$ cat config.mk
export PLATFORM = sky130hd
export DESIGN_NAME = axi_lite_regfile
export DESIGN_NICKNAME = d
export VERILOG_FILES = /design/src/rtl/axi_lite_regfile.sv
export SDC_FILE = /design/constraint.sdc
export NUM_CORES = 1
export LEC_CHECK = 0
export CORE_UTILIZATION = 30
export DETAILED_ROUTE_END_ITERATION = 8
export DONT_BUFFER_PORTS = 1
export GPL_ROUTABILITY_DRIVEN = 1
export PLACE_DENSITY = 0.45
export SYNTH_ARGS = -nofsm -noshare
export SYNTH_HDL_FRONTEND = slang
export SYNTH_SLANG_ARGS = --single-unit
$ cat constraint.sdc
create_clock -name ACLK -period 2.6 [get_ports ACLK]
set_clock_uncertainty 0.2 [all_clocks]
set_input_delay 0.13 -clock ACLK [delete_from_list [all_inputs] [get_ports ACLK]]
set_output_delay 0.13 -clock ACLK [all_outputs]
set_load 0.03 [all_outputs]
$ cat src/rtl/axi_lite_regfile.sv
// AXI4-Lite slave exposing NUM_REGS word-wide registers with byte strobes.
// The AW and W channels are buffered independently; reads complete in one cycle.
module axi_lite_regfile #(
    parameter int unsigned ADDR_WIDTH = 32,
    parameter int unsigned DATA_WIDTH = 32,
    parameter int unsigned NUM_REGS   = 16
) (
    input  logic                           ACLK,
    input  logic                           ARESET,
    input  logic                           AWVALID,
    input  logic [ADDR_WIDTH-1:0]          AWADDR,
    input  logic [2:0]                     AWPROT,
    output logic                           AWREADY,
    input  logic [DATA_WIDTH-1:0]          WDATA,
    input  logic [DATA_WIDTH/8-1:0]        WSTRB,
    input  logic                           WVALID,
    output logic                           WREADY,
    output logic [1:0]                     BRESP,
    output logic                           BVALID,
    input  logic                           BREADY,
    input  logic [ADDR_WIDTH-1:0]          ARADDR,
    input  logic [2:0]                     ARPROT,
    input  logic                           ARVALID,
    output logic                           ARREADY,
    output logic [DATA_WIDTH-1:0]          RDATA,
    output logic [1:0]                     RRESP,
    output logic                           RVALID,
    input  logic                           RREADY,
    output logic [NUM_REGS*DATA_WIDTH-1:0] reg_out
);

    localparam int unsigned STRB_WIDTH  = DATA_WIDTH / 8;
    localparam int unsigned LSB         = $clog2(STRB_WIDTH);
    localparam int unsigned IDX_WIDTH   = $clog2(NUM_REGS);
    localparam logic [1:0]  RESP_OKAY   = 2'b00;
    localparam logic [1:0]  RESP_SLVERR = 2'b10;

    // Whole-address compare also rejects any set bit above the index field.
    function automatic logic addr_in_range(input logic [ADDR_WIDTH-1:0] addr);
        logic [ADDR_WIDTH-1:0] idx;
        idx = addr >> LSB;
        return idx < ADDR_WIDTH'(NUM_REGS);
    endfunction

    function automatic logic [IDX_WIDTH-1:0] addr_index(input logic [ADDR_WIDTH-1:0] addr);
        logic [ADDR_WIDTH-1:0] idx;
        idx = addr >> LSB;
        return idx[IDX_WIDTH-1:0];
    endfunction

    logic [DATA_WIDTH-1:0] regs_q [NUM_REGS];
    logic [DATA_WIDTH-1:0] regs_d [NUM_REGS];
    logic                  aw_full_q, aw_full_d;
    logic [ADDR_WIDTH-1:0] aw_addr_q, aw_addr_d;
    logic                  w_full_q, w_full_d;
    logic [DATA_WIDTH-1:0] w_data_q, w_data_d;
    logic [STRB_WIDTH-1:0] w_strb_q, w_strb_d;
    logic                  bvalid_q, bvalid_d;
    logic [1:0]            bresp_q, bresp_d;
    logic                  rvalid_q, rvalid_d;
    logic [1:0]            rresp_q, rresp_d;
    logic [DATA_WIDTH-1:0] rdata_q, rdata_d;
    logic                  commit;
    logic                  unused_prot;

    assign unused_prot = ^{AWPROT, ARPROT};

    assign AWREADY = !aw_full_q && !ARESET;
    assign WREADY  = !w_full_q && !ARESET;
    assign ARREADY = !rvalid_q && !ARESET;
    assign BVALID  = bvalid_q;
    assign BRESP   = bresp_q;
    assign RVALID  = rvalid_q;
    assign RRESP   = rresp_q;
    assign RDATA   = rdata_q;

    assign commit = aw_full_q && w_full_q && !bvalid_q;

    always_comb begin
        regs_d    = regs_q;
        aw_full_d = aw_full_q;
        aw_addr_d = aw_addr_q;
        w_full_d  = w_full_q;
        w_data_d  = w_data_q;
        w_strb_d  = w_strb_q;
        bvalid_d  = bvalid_q;
        bresp_d   = bresp_q;
        rvalid_d  = rvalid_q;
        rresp_d   = rresp_q;
        rdata_d   = rdata_q;

        if (commit) begin
            aw_full_d = 1'b0;
            w_full_d  = 1'b0;
            bvalid_d  = 1'b1;
            if (addr_in_range(aw_addr_q)) begin
                bresp_d = RESP_OKAY;
                for (int unsigned b = 0; b < STRB_WIDTH; b++) begin
                    if (w_strb_q[b]) begin
                        regs_d[addr_index(aw_addr_q)][8*b +: 8] = w_data_q[8*b +: 8];
                    end
                end
            end else begin
                bresp_d = RESP_SLVERR;
            end
        end else if (bvalid_q && BREADY) begin
            bvalid_d = 1'b0;
        end

        // A buffer being filled is never the one being drained on the same edge.
        if (AWVALID && AWREADY) begin
            aw_full_d = 1'b1;
            aw_addr_d = AWADDR;
        end
        if (WVALID && WREADY) begin
            w_full_d = 1'b1;
            w_data_d = WDATA;
            w_strb_d = WSTRB;
        end

        // Reads sample regs_q, so a same-edge commit is not visible.
        if (ARVALID && ARREADY) begin
            rvalid_d = 1'b1;
            if (addr_in_range(ARADDR)) begin
                rdata_d = regs_q[addr_index(ARADDR)];
                rresp_d = RESP_OKAY;
            end else begin
                rdata_d = '0;
                rresp_d = RESP_SLVERR;
            end
        end else if (rvalid_q && RREADY) begin
            rvalid_d = 1'b0;
        end
    end

    always_ff @(posedge ACLK) begin
        if (ARESET) begin
            regs_q    <= '{default: '0};
            aw_full_q <= 1'b0;
            aw_addr_q <= '0;
            w_full_q  <= 1'b0;
            w_data_q  <= '0;
            w_strb_q  <= '0;
            bvalid_q  <= 1'b0;
            bresp_q   <= 2'b00;
            rvalid_q  <= 1'b0;
            rresp_q   <= 2'b00;
            rdata_q   <= '0;
        end else begin
            regs_q    <= regs_d;
            aw_full_q <= aw_full_d;
            aw_addr_q <= aw_addr_d;
            w_full_q  <= w_full_d;
            w_data_q  <= w_data_d;
            w_strb_q  <= w_strb_d;
            bvalid_q  <= bvalid_d;
            bresp_q   <= bresp_d;
            rvalid_q  <= rvalid_d;
            rresp_q   <= rresp_d;
            rdata_q   <= rdata_d;
        end
    end

    for (genvar i = 0; i < NUM_REGS; i++) begin : g_reg_out
        assign reg_out[i*DATA_WIDTH +: DATA_WIDTH] = regs_q[i];
    end

endmodule

# Word level (Yosys, flattened, before mapping)
# Cells that the tools add are included.
# classes
n_lt_le_gt_ge	5
n_mux	35
bitwise_logic	2
n_reduce_logical	21
# op_table
op	count
two-way mux 512 bit	10
bitwise mux 512 bit	4
demux 32 bit (select 4 bit)	4
binary-select mux 32 bit (select 4 bit)	1
two-way mux 32 bit	4
< comparator 30 x 5 -> 1 bit (second input constant)	2
two-way mux 24 bit	1
two-way mux 16 bit	1
logical AND 1 bit	11
>= comparator 5 bit (second input constant)	2
NOT 4 -> 5 bit	2
two-way mux 8 bit	1
nonzero test 2 bit	4
two-way mux 1 bit	7
zero test 1 bit	5
< comparator 5 x 1 -> 1 bit (second input constant)	1
two-way mux 2 bit	2
AND reduction 2 bit	1
# totals
register_bits	620
inputBits	113
out_inout_bits	553
elab_cells	89

# Depth between registers and ports, before layout
# depth
depth_word	19
depth_mapped	7

# Least setup slack after synthesis
# No wires, ideal clock.
# synth_path
path_kind	flip-flop to flip-flop
startpoint	reg rvalid_q (netlist: RVALID)
endpoint	reg rdata_q[0] (netlist: RDATA[0])
setup_time_ps	87
arrival_ps	1939
required_time_ps	2313
setup_slack_ps	374
path_stages_with_launch	7
period_less_slack_ps	2226
path_cell_list	dfxtp_1 > nor2_1 > nand4_1 > or2_2 > clkbuf_1 > clkbuf_1 > o31ai_1
# synth_between
elab_chain_cells	3
# synth_rtl
item	line	text
start: declaration	60	logic rvalid_q, rvalid_d;
start signal: assignment	158	rvalid_q <= rvalid_d;
zero test 1 bit	70	assign ARREADY = !rvalid_q && !ARESET;
logical AND 1 bit	70	
net ARREADY	24	output logic ARREADY,
logical AND 1 bit	122	if (ARVALID && ARREADY) begin
end signal: assignment	160	rdata_q <= rdata_d;
end: declaration	62	logic [DATA_WIDTH-1:0] rdata_q, rdata_d;
# The timed path passes the listed nets, and every way through them passes these cells.
# A chain may end at the register's enable or synchronous reset.

# Worst setup path after layout
# layout_path
startpoint	reg regs_q (netlist bit reg_out[416])
endpoint	reg rdata_q[0] (netlist: RDATA[0])
# layout_between
elab_chain_cells	4
# layout_rtl
item	line	text
start: declaration	51	logic [DATA_WIDTH-1:0] regs_q [NUM_REGS];
start signal: assignment	150	regs_q <= regs_d;
binary-select mux 32 bit (select 4 bit)	125	rdata_d = regs_q[addr_index(ARADDR)];
two-way mux 32 bit (not written as such) (2 in a row)	125	
two-way mux 32 bit	124	if (addr_in_range(ARADDR)) begin
# Every way passes these cells. The select of a mux whose other input is x is not followed.

==> summary.md <==
| Metric | Value |
|---|---|
| DR WL met2 | `57.1 mm` |
| Post-synth design cell area | `28300 sq um` |
| Most used cell, CP | `dlygate4sd3_1` |
| Leak | `16.0 nW` |
| Final core occ | `41.2%` |
| Per-cell routed wire length | `26.8 um` |
| Initial Util | `30.3%` |
| Fin. max-slew vios | `0` |
| Worst-margin pin slew | `0.917 ns` |
| Buf/Inv on CP | `2` |
| Crit. End Element | `flop` |
| Die height | `309 um` |
| Crit start category | `flop` |
| Post-DRT Antenna Nets | `0` |
| FP Rows | `112` |
| DRC viols | `0` |
| Max Fclk | `0.397 GHz` |
| Largest area contributor in the netlist | `dfxtp_1` |
| Max layer used | `met5` |
| Grt ovf | `0` |
| GRT Total Usage | `23.9%` |
| Max cap viols | `0` |
| Area of the multi-input gates | `15000 sq um` |
| Final wirelength | `118 mm` |
| Setup_tns | `0 ns` |
| Crit path max fanout | `3` |
| # setup viols final | `0` |
| Max-Slew Margin vs Limit | `38.9%` |
| Clk slew on worst S/H paths | `0.06 ns` |
| Proportion of layout cells with a drive suffix above 1 | `13.5%` |
| Main flop type after synthesis | `dfxtp_1` |
| Tcrit/Tclk final | `96.9%` |
| Filler Cells Inserted | `9007` |
| Yosys warnings | `0` |
| Cell family with most CP delay | `buffers and inverters` |
| Hold Path Class | `in -> reg` |
| Clock root cell | `clkbuf_16` |
| Synth Area per Inst | `11.1 sq um` |
| DRT Pass-1 Iters | `5` |
| WP data arrival | `2.84 ns` |
| Port Buffer Count | `0` |
| Netlist cell types | `42` |
| Slowest CP cell | `dlygate4sd3_1` |
| Setup CP Type | `reg -> reg` |
| WL met1 | `47.5 mm` |
| Top cell type's share of synthesized area | `43.5%` |
| RSZ-0062 raised after global routing | `false` |
| DR vias/cell | `5.13` |
| Vias in the first global route | `23100` |
| Dpl hpwl | `70.7 mm` |
| Crit-path cells | `mux4_2 -> dlygate4sd3_1 -> a21oi_1 -> dlygate4sd3_1 -> o31ai_1` |
| Peak VDD IR | `0.441 mV` |
| Core ar. | `93500 sq um` |
| Initial antenna violation count | `6` |
| I/O pin count | `666` |
| Metal3 WL | `8.57 mm` |
| Number of enable flip-flop cells after synthesis | `0` |
| Vias | `22500` |
| Global-route wire length before repair | `167 mm` |
| DR iter-0 viols | `1258` |
| TritonCTS buffer count | `76` |
| Largest net degree at the start of global routing | `382` |
| Post-synth top cells | `dfxtp_1 (616), nand2b_1 (579), mux2i_1 (577)` |
| Die Area | `95700 sq um` |
| Clock sink total | `616` |
| Clk_lat worst skew | `0.64 ns` |
| CTS tree | `yes` |
| Crit path required time | `2.92 ns` |
| Count leader, synth | `dfxtp_1` |
| Clock Path Buffers | `3` |
| Sequential area share after synthesis | `43.5%` |
| Outcome | `completed` |
| Horiz. Die Dim | `309 um` |
| Power per cell area | `573 nW/um^2` |
| Slowest stage delay, CP | `0.57 ns` |
| Ranking of synthesized cells by area | `dfxtp_1 (44%), mux2i_1 (20%), nand2b_1 (13%)` |
| Number of synthesized register bits | `616` |
| Cells after Synth | `2558` |
| Nets | `3185` |
| GPL Wtd Cong | `0.820` |
| CTS H-tree lvls | `3` |
| Ys async rst share | `0%` |
| Fin crit period | `2.52 ns` |
| Final Hold Viols | `0` |
| Register area | `12400 sq um` |
| Overall Power | `22.1 mW` |
| P&R area growth vs syn | `35.8%` |
[cells in the final DEF (no fill, tap or decap), types with 3 or more instances in the layout]
cell type	count
clkbuf_1	19
nand4_2	21
clkbuf_8	16
diode_2	3
bufinv_16	9
nor3_4	5
nand4_4	39
a21oi_1	33
nand4_1	3
clkbuf_16	79
a211oi_1	33
dfxtp_2	18
nor2_2	6
o221ai_1	31
dlygate4sd3_1	566
buf_4	65
nand2b_1	578
buf_12	33
mux4_2	96
nor4_1	10
o31ai_1	31
and4_1	4
nand2_1	98
mux2i_1	577
nor2_1	12
nor2b_1	32
o21ai_0	65
dfxtp_1	598
clkinv_2	7
buf_16	4
nand2b_4	3
nor3_1	4
nor2_4	4
[layer usage]
| metal | track usage (%) | vias up |
|---|---|---|
| met4 | 9.19 | 6 |
| met1 | 28.1 | 11500 |
| met3 | 7.42 | 252 |
| met5 | 0 | - |
| met2 | 40.6 | 715 |
| li1 | - | 10000 |
[flip-flops by register name, summed over array words and instances (netlist names)]
| register | count |
|---|---|
| RRESP | 1 |
| BRESP | 1 |
| reg_out | 512 |
| w_strb_q | 4 |
| aw_full_q | 1 |
| w_full_q | 1 |
| RVALID | 1 |
| BVALID | 1 |
| w_data_q | 32 |
| aw_addr_q | 30 |
| RDATA | 32 |
[timing repair]
action | 4_1_cts | 5_1_grt
hold buffers | 570 | 0
endpoints found under the setup margin | 0 | 93
endpoints found under the hold margin | 616 | 0
buffers inserted | 0 | 6
resized for setup | 0 | 21
[worst paths after layout]
check / start / to / slack [ns] / cells past startpoint
max: reg_out[416] / RDATA[0] / 0.08 / 5
min: ARESET / reg_out[232] / 0.03 / 3
max reg2reg: reg_out[416] / RDATA[0] / 0.08 / 5
min reg2reg: w_strb_q[1] / w_strb_q[1] / 0.28 / 2
[tightest hold or removal path, stage by stage]
cell and delay, ns:
nand2b_1 0.08, dlygate4sd3_1 0.53, mux2i_1 0.06
[power by group]
group / total [mW] / internal [mW] / switching, mW
registers: 9.58 / 9.52 / 0.0568
logic: 1.31 / 0.591 / 0.717
clock network: 11.2 / 6.90 / 4.28
total: 22.1 / 17.0 / 5.05
[through the flow]
stage          worst slack, ns  std cells  hold WS (ns)  area, sq um
5_1_grt                 0.0125       4383        0.0266        38500
4_1_cts                0.00115       4375       0.00125        38400
3_3_place_gp            0.0259       3672        0.0342        30000
6_report                0.0815       4384        0.0309        38500
2_1_floorplan            0.374       2559        0.0301        28400
3_5_place_dp           -0.0143       3672        0.0362        30000
[cell type report]
cell class | count | area share (%)
tap | 1254 | 4.08
clock buffer | 114 | 5.89
sequential | 616 | 32.1
multi-input combinational | 1708 | 39.1
clock inverter | 19 | 0.861
antenna | 3 | 0.0195
timing repair buffer | 668 | 18.0
inverter | 2 | 0.0195
[kinds of logic (layout without fill, tap and decap cells)]
family	Yosys count	after routing	share of synthesized area [%]
buffers and inverters	235	803	3.60
and+or+nand+nor	836	836	20.4
muxes	673	673	28.0
other	1	5	0.0132
DFF	616	616	43.5
AOI/OAI and AO/OA	197	197	4.48
No activity file was read; power rests on OpenSTA's default activity.
